===== config.mk =====
export PLATFORM = sky130hd
export DESIGN_NAME = maze_round_ctrl
export DESIGN_NICKNAME = d
export VERILOG_FILES = /design/src/rtl/maze_pkg.sv /design/src/rtl/maze_round_ctrl_frame_timer.sv /design/src/rtl/maze_round_ctrl.sv
export SDC_FILE = /design/constraint.sdc
export NUM_CORES = 1
export LEC_CHECK = 0
export CAP_MARGIN = 20
export CORE_MARGIN = 2
export CORE_UTILIZATION = 35
export DETAILED_ROUTE_END_ITERATION = 8
export GPL_ROUTABILITY_DRIVEN = 0
export MAX_ROUTING_LAYER = met4
export PLACE_DENSITY = 0.62
export SLEW_MARGIN = 15
export SYNTH_ARGS = -nofsm -noshare
export SYNTH_HDL_FRONTEND = slang
export SYNTH_SLANG_ARGS = --single-unit

===== constraint.sdc =====
create_clock -name in_clk -period 2.5 [get_ports in_clk]
set_clock_uncertainty 0.15 [all_clocks]
set_input_delay 0.5 -clock in_clk [delete_from_list [all_inputs] [get_ports in_clk]]
set_output_delay 0.5 -clock in_clk [all_outputs]
set_load 0.05 [all_outputs]

===== src/rtl/maze_pkg.sv =====
// Shared constants and state encoding for the maze game round controller and renderer.
package maze_pkg;

  // Maze grid dimensions shared with the pixel renderer.
  localparam int unsigned HORIZONTAL_N = 5;
  localparam int unsigned VERTICAL_N   = 5;

  // Side length of one maze cell, in pixels.
  localparam int unsigned PCOUNT       = 16;

  // Each wall orientation has one mask bit per grid cell.
  localparam int unsigned N_WALLS      = HORIZONTAL_N * VERTICAL_N;

  // Round sequencer states. The encoding is visible on the debug/LED port.
  typedef enum logic [2:0] {
    ST_IDLE     = 3'd0,
    ST_LOAD     = 3'd1,
    ST_SPAWN    = 3'd2,
    ST_PLAY     = 3'd3,
    ST_WIN      = 3'd4,
    ST_LOSE     = 3'd5,
    ST_GAMEOVER = 3'd6
  } state_t;

endpackage


===== src/rtl/maze_round_ctrl_frame_timer.sv =====
// Per-round countdown timer.
// Counts movement frames and takes one second off the timer after every
// FRAMES_PER_SEC frames. The timer stops at zero and never wraps.
module frame_timer #(
  parameter int unsigned TIME_INIT      = 30,
  parameter int unsigned FRAMES_PER_SEC = 60
) (
  input  logic       in_clk,
  input  logic       reset,
  input  logic       load,
  input  logic       tick_en,
  output logic [5:0] timer,
  output logic       zero
);

  localparam int unsigned CNT_W = (FRAMES_PER_SEC > 1) ? $clog2(FRAMES_PER_SEC) : 1;
  localparam logic [CNT_W-1:0] LAST_FRAME = CNT_W'(FRAMES_PER_SEC - 1);

  logic [CNT_W-1:0] frame_cnt;

  // Reload at spawn; otherwise advance the frame counter on each movement frame and roll it into the seconds timer.
  always_ff @(posedge in_clk or negedge reset) begin
    if (!reset) begin
      frame_cnt <= '0;
      timer     <= 6'(TIME_INIT);
    end else if (load) begin
      frame_cnt <= '0;
      timer     <= 6'(TIME_INIT);
    end else if (tick_en) begin
      if (frame_cnt == LAST_FRAME) begin
        frame_cnt <= '0;
        if (timer != 6'd0) begin
          timer <= timer - 6'd1;
        end
      end else begin
        frame_cnt <= frame_cnt + CNT_W'(1);
      end
    end
  end

  assign zero = (timer == 6'd0);

endmodule


===== src/rtl/maze_round_ctrl.sv =====
// Round sequencer for the VGA maze game.
// Latches a fresh maze at the start of each round, spawns the player, gates
// per-frame movement, runs the countdown, and turns collision/goal/timeout
// events into win/lose outcomes with score and lives bookkeeping.
module maze_round_ctrl
  import maze_pkg::*;
#(
  parameter int unsigned TIME_INIT      = 30,
  parameter int unsigned FRAMES_PER_SEC = 60,
  parameter int unsigned LIVES_INIT     = 3
) (
  input  logic               in_clk,
  input  logic               reset,
  input  logic               frame_tick,
  input  logic               start,
  input  logic               pause,
  input  logic               posr,
  input  logic               hit,
  input  logic               goal,
  input  logic [N_WALLS-1:0] lfsr_h,
  input  logic [N_WALLS-1:0] lfsr_v,
  output logic [N_WALLS-1:0] wall_h,
  output logic [N_WALLS-1:0] wall_v,
  output logic               player_load,
  output logic               move_tick,
  output logic [5:0]         timer,
  output logic [15:0]        score,
  output logic [2:0]         lives,
  output logic               round_over,
  output logic               round_won,
  output logic [2:0]         state
);

  state_t cur_state;
  state_t next_state;
  logic   timer_zero;

  frame_timer #(
    .TIME_INIT      (TIME_INIT),
    .FRAMES_PER_SEC (FRAMES_PER_SEC)
  ) u_frame_timer (
    .in_clk  (in_clk),
    .reset   (reset),
    .load    (player_load),
    .tick_en (move_tick),
    .timer   (timer),
    .zero    (timer_zero)
  );

  assign state = cur_state;

  // State register.
  always_ff @(posedge in_clk or negedge reset) begin
    if (!reset) begin
      cur_state <= ST_IDLE;
    end else begin
      cur_state <= next_state;
    end
  end

  // Next-state and pulse outputs; PLAY only reacts on frame ticks, with respawn > hit > goal > timeout > pause.
  always_comb begin
    next_state  = cur_state;
    move_tick   = 1'b0;
    player_load = 1'b0;
    round_over  = 1'b0;
    round_won   = 1'b0;
    unique case (cur_state)
      ST_IDLE: begin
        if (start) next_state = ST_LOAD;
      end
      ST_LOAD: begin
        next_state = ST_SPAWN;
      end
      ST_SPAWN: begin
        player_load = 1'b1;
        next_state  = ST_PLAY;
      end
      ST_PLAY: begin
        if (frame_tick) begin
          if (posr) begin
            next_state = ST_SPAWN;
          end else if (hit) begin
            next_state = ST_LOSE;
          end else if (goal) begin
            next_state = ST_WIN;
          end else if (timer_zero) begin
            next_state = ST_LOSE;
          end else if (!pause) begin
            move_tick = 1'b1;
          end
        end
      end
      ST_WIN: begin
        round_over = 1'b1;
        round_won  = 1'b1;
        next_state = ST_LOAD;
      end
      ST_LOSE: begin
        round_over = 1'b1;
        next_state = (lives <= 3'd1) ? ST_GAMEOVER : ST_SPAWN;
      end
      ST_GAMEOVER: begin
        if (start) next_state = ST_LOAD;
      end
      default: begin
        next_state = ST_IDLE;
      end
    endcase
  end

  // Maze masks only change in LOAD so the whole round sees one stable maze.
  always_ff @(posedge in_clk or negedge reset) begin
    if (!reset) begin
      wall_h <= '1;
      wall_v <= '1;
    end else if (cur_state == ST_LOAD) begin
      wall_h <= lfsr_h;
      wall_v <= lfsr_v;
    end
  end

  // Score and lives bookkeeping: win adds a saturating point, lose takes a life, a new game restores both.
  always_ff @(posedge in_clk or negedge reset) begin
    if (!reset) begin
      score <= '0;
      lives <= 3'(LIVES_INIT);
    end else begin
      unique case (cur_state)
        ST_WIN: begin
          if (score != 16'hFFFF) score <= score + 16'd1;
        end
        ST_LOSE: begin
          if (lives != 3'd0) lives <= lives - 3'd1;
        end
        ST_GAMEOVER: begin
          if (start) begin
            score <= '0;
            lives <= 3'(LIVES_INIT);
          end
        end
        default: begin
        end
      endcase
    end
  end

endmodule


Word level (Yosys, flattened, before mapping) --
Index checks and enable logic that the tools add are counted.
Storage, ports and cells: input bits 58, register bits after elaboration 84, word-level logic and storage cells 72
Cells by class: eq/ne operators 14, reduce and logical (&&, ||, !) cells 15, $add $sub $neg 4, muxes and demuxes 31, $lt $le $gt $ge 1
Operator list (number):
- $mux W6 | 7
- $mux W16 | 2
- $pmux W16 S2 | 1
- $mux W3 | 9
- $pmux W3 S6 | 1
- $add A16 B1 Y16 const B | 1
- $ne A16 B16 Y1 const B | 1
- $reduce_and A3 Y1 | 4
- $mux W1 | 10
- $reduce_bool A2 Y1 | 5
- $eq A3 B3 Y1 const B | 3
- $ne A2 B2 Y1 const B | 4
- $add A6 B1 Y6 const B | 1
- $eq A3 B2 Y1 const B | 2
- $eq A6 B6 Y1 const B | 1
- $logic_not A6 Y1 | 1
- $pmux W3 S2 | 1
- $reduce_bool A6 Y1 | 1
- $sub A6 B1 Y6 const B | 1
- $ne A5 B5 Y1 const B | 1
- $reduce_or A2 Y1 | 2
- $eq A3 B1 Y1 const B | 1
- $le A3 B1 Y1 const B | 1
- $logic_not A3 Y1 | 1
- other kinds (3) | 3

Depth between registers and ports, before layout --
depth in word-level cells 9, depth in mapped cells 8

Hierarchy --
A second synthesis with hierarchy kept.
Second synthesis, totals: cells, all modules 324, area total of the unflattened synthesis 3947.5 um2
Modules (own cells, without submodules):
- maze_round_ctrl | instances 1, cells each 258, area each 3256.9 um2
- frame_timer | instances 1, cells each 66, area each 690.7 um2

Worst setup path after synthesis --
No wires, ideal clock.
path kind reg-to-output, start point reg u_frame_timer.timer[0], end point out move_tick, arrival time 1.902 ns, cell stages (with the launch flop) 7, required time 1.850 ns, setup slack -0.052 ns, cell sequence dfrtp_1 inv_1 ha_1 a311o_1 or2_1 buf_6 inv_2
On the way: cells in the longest elaborated chain, start to end 7
RTL lines:
- start, declared | line maze_round_ctrl_frame_timer.sv:12 | output logic [5:0] timer,
- start signal, assigned | line maze_round_ctrl_frame_timer.sv:25 | timer <= 6'(TIME_INIT);
- start signal, assigned | line maze_round_ctrl_frame_timer.sv:28 | timer <= 6'(TIME_INIT);
- start signal, assigned | line maze_round_ctrl_frame_timer.sv:33 | timer <= timer - 6'd1;
- $logic_not A6 Y1 | line maze_round_ctrl_frame_timer.sv:41 | assign zero = (timer == 6'd0);
- $mux W1 | line maze_round_ctrl.sv:87 | end else if (timer_zero) begin
- $mux W1 | line maze_round_ctrl.sv:85 | end else if (goal) begin
- $mux W1 | line maze_round_ctrl.sv:83 | end else if (hit) begin
- $mux W1 | line maze_round_ctrl.sv:81 | if (posr) begin
- $mux W1 | line maze_round_ctrl.sv:80 | if (frame_tick) begin
- $mux W1 | line maze_round_ctrl.sv:68 | unique case (cur_state)
- end, declared | line maze_round_ctrl.sv:25 | output logic move_tick,
Every way passes these cells.

Final worst setup path --
start point reg u_frame_timer.timer[1], end point out move_tick
Same word-level chain as after synthesis.

==> results_dict.tcl <==
set metrics [dict create \
    status "finished clean" \
    nets 561 \
    synth.cell_area_sq_um 3950 \
    initial_core_util_pct 36.1 \
    design.die.area_sq_um 12100 \
    drt_iter0_drc 138 \
    firstDrtPassIters 4 \
    slew_headroom_pct 64.0 \
    cap_viol_max_count 0 \
    core-area_sq_um 10900 \
    min_period_over_period_pct 99.2 \
    overflow 0 \
    power_density_nw_per_um2 1340 \
    pre_cts_ws_ns 0.000246 \
    grt_pass1_wl_um 15300 \
    yosys.area.top_type "dfstp_2" \
    grt_max_degree 51 \
    cts_root_buffer "clkbuf_16" \
    clock_latency_ns 0.34 \
    final_core_util_pct 54.6 \
    die_x_um 110 \
    maxSlewViolCount 0 \
    avgRoutedWirePerCell_um 15.4 \
    fmax_ghz 0.403 \
    synth_flop_cell "dfstp_2" \
    finalCriticalPeriod_ns 2.48 \
    synth-edff-count 0 \
    max-clock-path-buffers 2 \
    io_buffers 139 \
    synth_seq_cells 84 \
    ys_seq_area_share_pct 55.0 \
    tns_ns 0 \
    dp.cells 623 \
    final_cell_area_sq_um 5980 \
    drive_gt1_share_pct 32.1 \
    cts-htree-levels 3 \
    final-setup-viol-count 0 \
    avgViaCountPerCell 5.01 \
    grt_pass1_vias 3074 \
    hold_depth 2 \
    rsz0062_at_grt "true" \
    cp-end-kind "output pin" \
    cp-start-kind "flip-flop" \
    ys_types 47 \
    synth.avg_cell_area_sq_um 11.6 \
    cts_made_buffers 9 \
    cp.arrival_ns 1.83 \
    cp_max_fo 3 \
    tightest_slew_ns 0.538 \
    dpl_cell_area_sq_um 5660 \
    row_count 38 \
    synth.top_cell.area_share_pct 37.3 \
    drt_wl_total_um 9890 \
    ys_async_sr_fraction_pct 100 \
    hpwl_um 7130 \
    yosysWarnings 0 \
    path_clk_slew_ns 0.06 \
    synth_cells 339 \
    vias 3211 \
    power_mw 8.00 \
    cts_tree "yes" \
    crit_required_ns 1.85 \
    hold_path_class "reg -> reg" \
    fin_cells 641 \
    grt_util_all_layers_pct 16.8 \
    setup_slack_ns 0.0206 \
    irDropWorstVdd_mv 0.862 \
    route.detailed.drc 0 \
    cts.sinks 84 \
    io_pins 140 \
    timing_hold_violations_final 0 \
    syn_to_final_growth_pct 51.4 \
    crit_type "reg -> out" \
    n_antenna_cell 0 \
    die_h_um 110 \
    syn_nets 404 \
    ff2ff_path_depth 6 \
    synth_area_leaders "dfstp_2 (37%), dfrtp_1 (18%), mux2_2 (15%), a21oi_1 (2.5%), ha_1 (2.2%)" \
    ant_nets 0 \
    holdWs_ns 0.383 \
    p_leak_nw 2.38 \
    antenna_found_initial 0 \
]
-- what timing repair did --
action | CTS | global route
setup endpoints to repair | 1 | 2
gates resized for setup | 1 | 5
hold buffers | 1 | 0
buffers inserted | 1 | 0
endpoints found under the hold margin | 28 | 0
cloned | 0 | 0
-- cells in the mapped netlist, types with 7 or more instances --
| cell | n |
|---|---|
| mux2_2 | 51 |
| dfrtp_1 | 28 |
| nand2_1 | 17 |
| nor2_1 | 14 |
| inv_1 | 8 |
| nor2b_1 | 7 |
| a21oi_1 | 20 |
| nand2b_1 | 8 |
| and3_1 | 10 |
| or3_1 | 8 |
| clkbuf_1 | 7 |
| nor4_1 | 7 |
| nor3_1 | 8 |
| dfstp_2 | 56 |
| ha_1 | 7 |
| o21ai_0 | 15 |
| buf_2 | 7 |
| nand3_1 | 12 |
-- where the power goes --
part           internal [mW]  switching (mW)  leakage, nW
Clock                  0.724           0.524        0.139
Sequential              2.16           0.319        0.964
Combinational           1.67            2.60         1.28
Total                   4.55            3.44         2.38
-- cell usage in the layout (no fill, tap or decap), types with 2 or more instances in the layout --
cell	n
a21oi_1	20
nor2_1	14
clkbuf_8	2
nand2_1	17
inv_1	7
ha_1	6
a31oi_1	3
nand4_1	6
a22o_1	2
clkinv_2	2
dfrtp_1	26
mux2_2	51
nand2b_1	8
nor4_1	7
inv_4	2
nand3b_1	3
o31ai_1	2
or4_1	2
and3_1	10
a311oi_1	3
or3_1	8
xnor2_1	6
a211oi_1	2
dfrtp_2	2
nor2b_1	6
clkbuf_16	9
buf_4	23
o21ai_0	15
buf_12	6
nand3_1	12
nor3_1	7
dfstp_2	56
clkdlybuf4s50_1	131
-- critical path, cell delays in order (launching register included) --
cell	delay, ns
dfstp_2	0.54
inv_2	0.05
ha_2	0.16
a311o_1	0.28
or2_4	0.27
inv_4	0.07
buf_12	0.13
-- cells by family after synthesis --
kind of cell | synth area share (%)
buffers and inverters | 2.88
AND/OR/NAND/NOR | 15.2
flip-flops | 55.0
adder cells (fa/ha/maj) | 2.22
multiplexers | 14.8
AO/OA/AOI/OAI | 8.53
XOR/XNOR | 1.33
-- worst paths after layout --
kind | startpoint | slack [ns] | endpoint
worst max register to register | score[9]$_DFFE_PN0P_ | 0.30 | score[3]$_DFFE_PN0P_
worst max-delay path | u_frame_timer.timer[1]$_DFFE_PN1P_ | 0.02 | move_tick
worst min-delay path | lives[1]$_DFFE_PN1P_ | 0.38 | lives[1]$_DFFE_PN1P_
min in group asynchronous | reset | 0.54 | score[9]$_DFFE_PN0P_
worst min register to register | lives[1]$_DFFE_PN1P_ | 0.38 | lives[1]$_DFFE_PN1P_
max in group asynchronous | reset | 0.97 | wall_h[19]$_DFFE_PN1P_
-- per-layer routing --
metal,wire length (um),share of wire [%],GRT usage [%]
met1,4490,45,21.7
met2,4500,46,25.7
met3,789,8.0,5.00
met4,112,1.1,5.09
met5,0,0,-
-- final cells by class --
| class | count | area [sq um] |
|---|---|---|
| clock buffers | 12 | 256 |
| clock inverters | 4 | 23.8 |
| fillers | 961 | 4960 |
| inverters | 10 | 40.0 |
| multi-input cells | 229 | 1680 |
| flip-flops and latches | 84 | 2170 |
| well taps | 140 | 175 |
| repair buffers | 162 | 1630 |
-- registers in the layout, indices dropped and copies added, names as in the netlist --
register,count
u_frame_timer.frame_cnt,6
wall_v,25
state,3
score,16
lives,3
wall_h,25
u_frame_timer.timer,6
No activity file was read; power rests on OpenSTA's default activity.
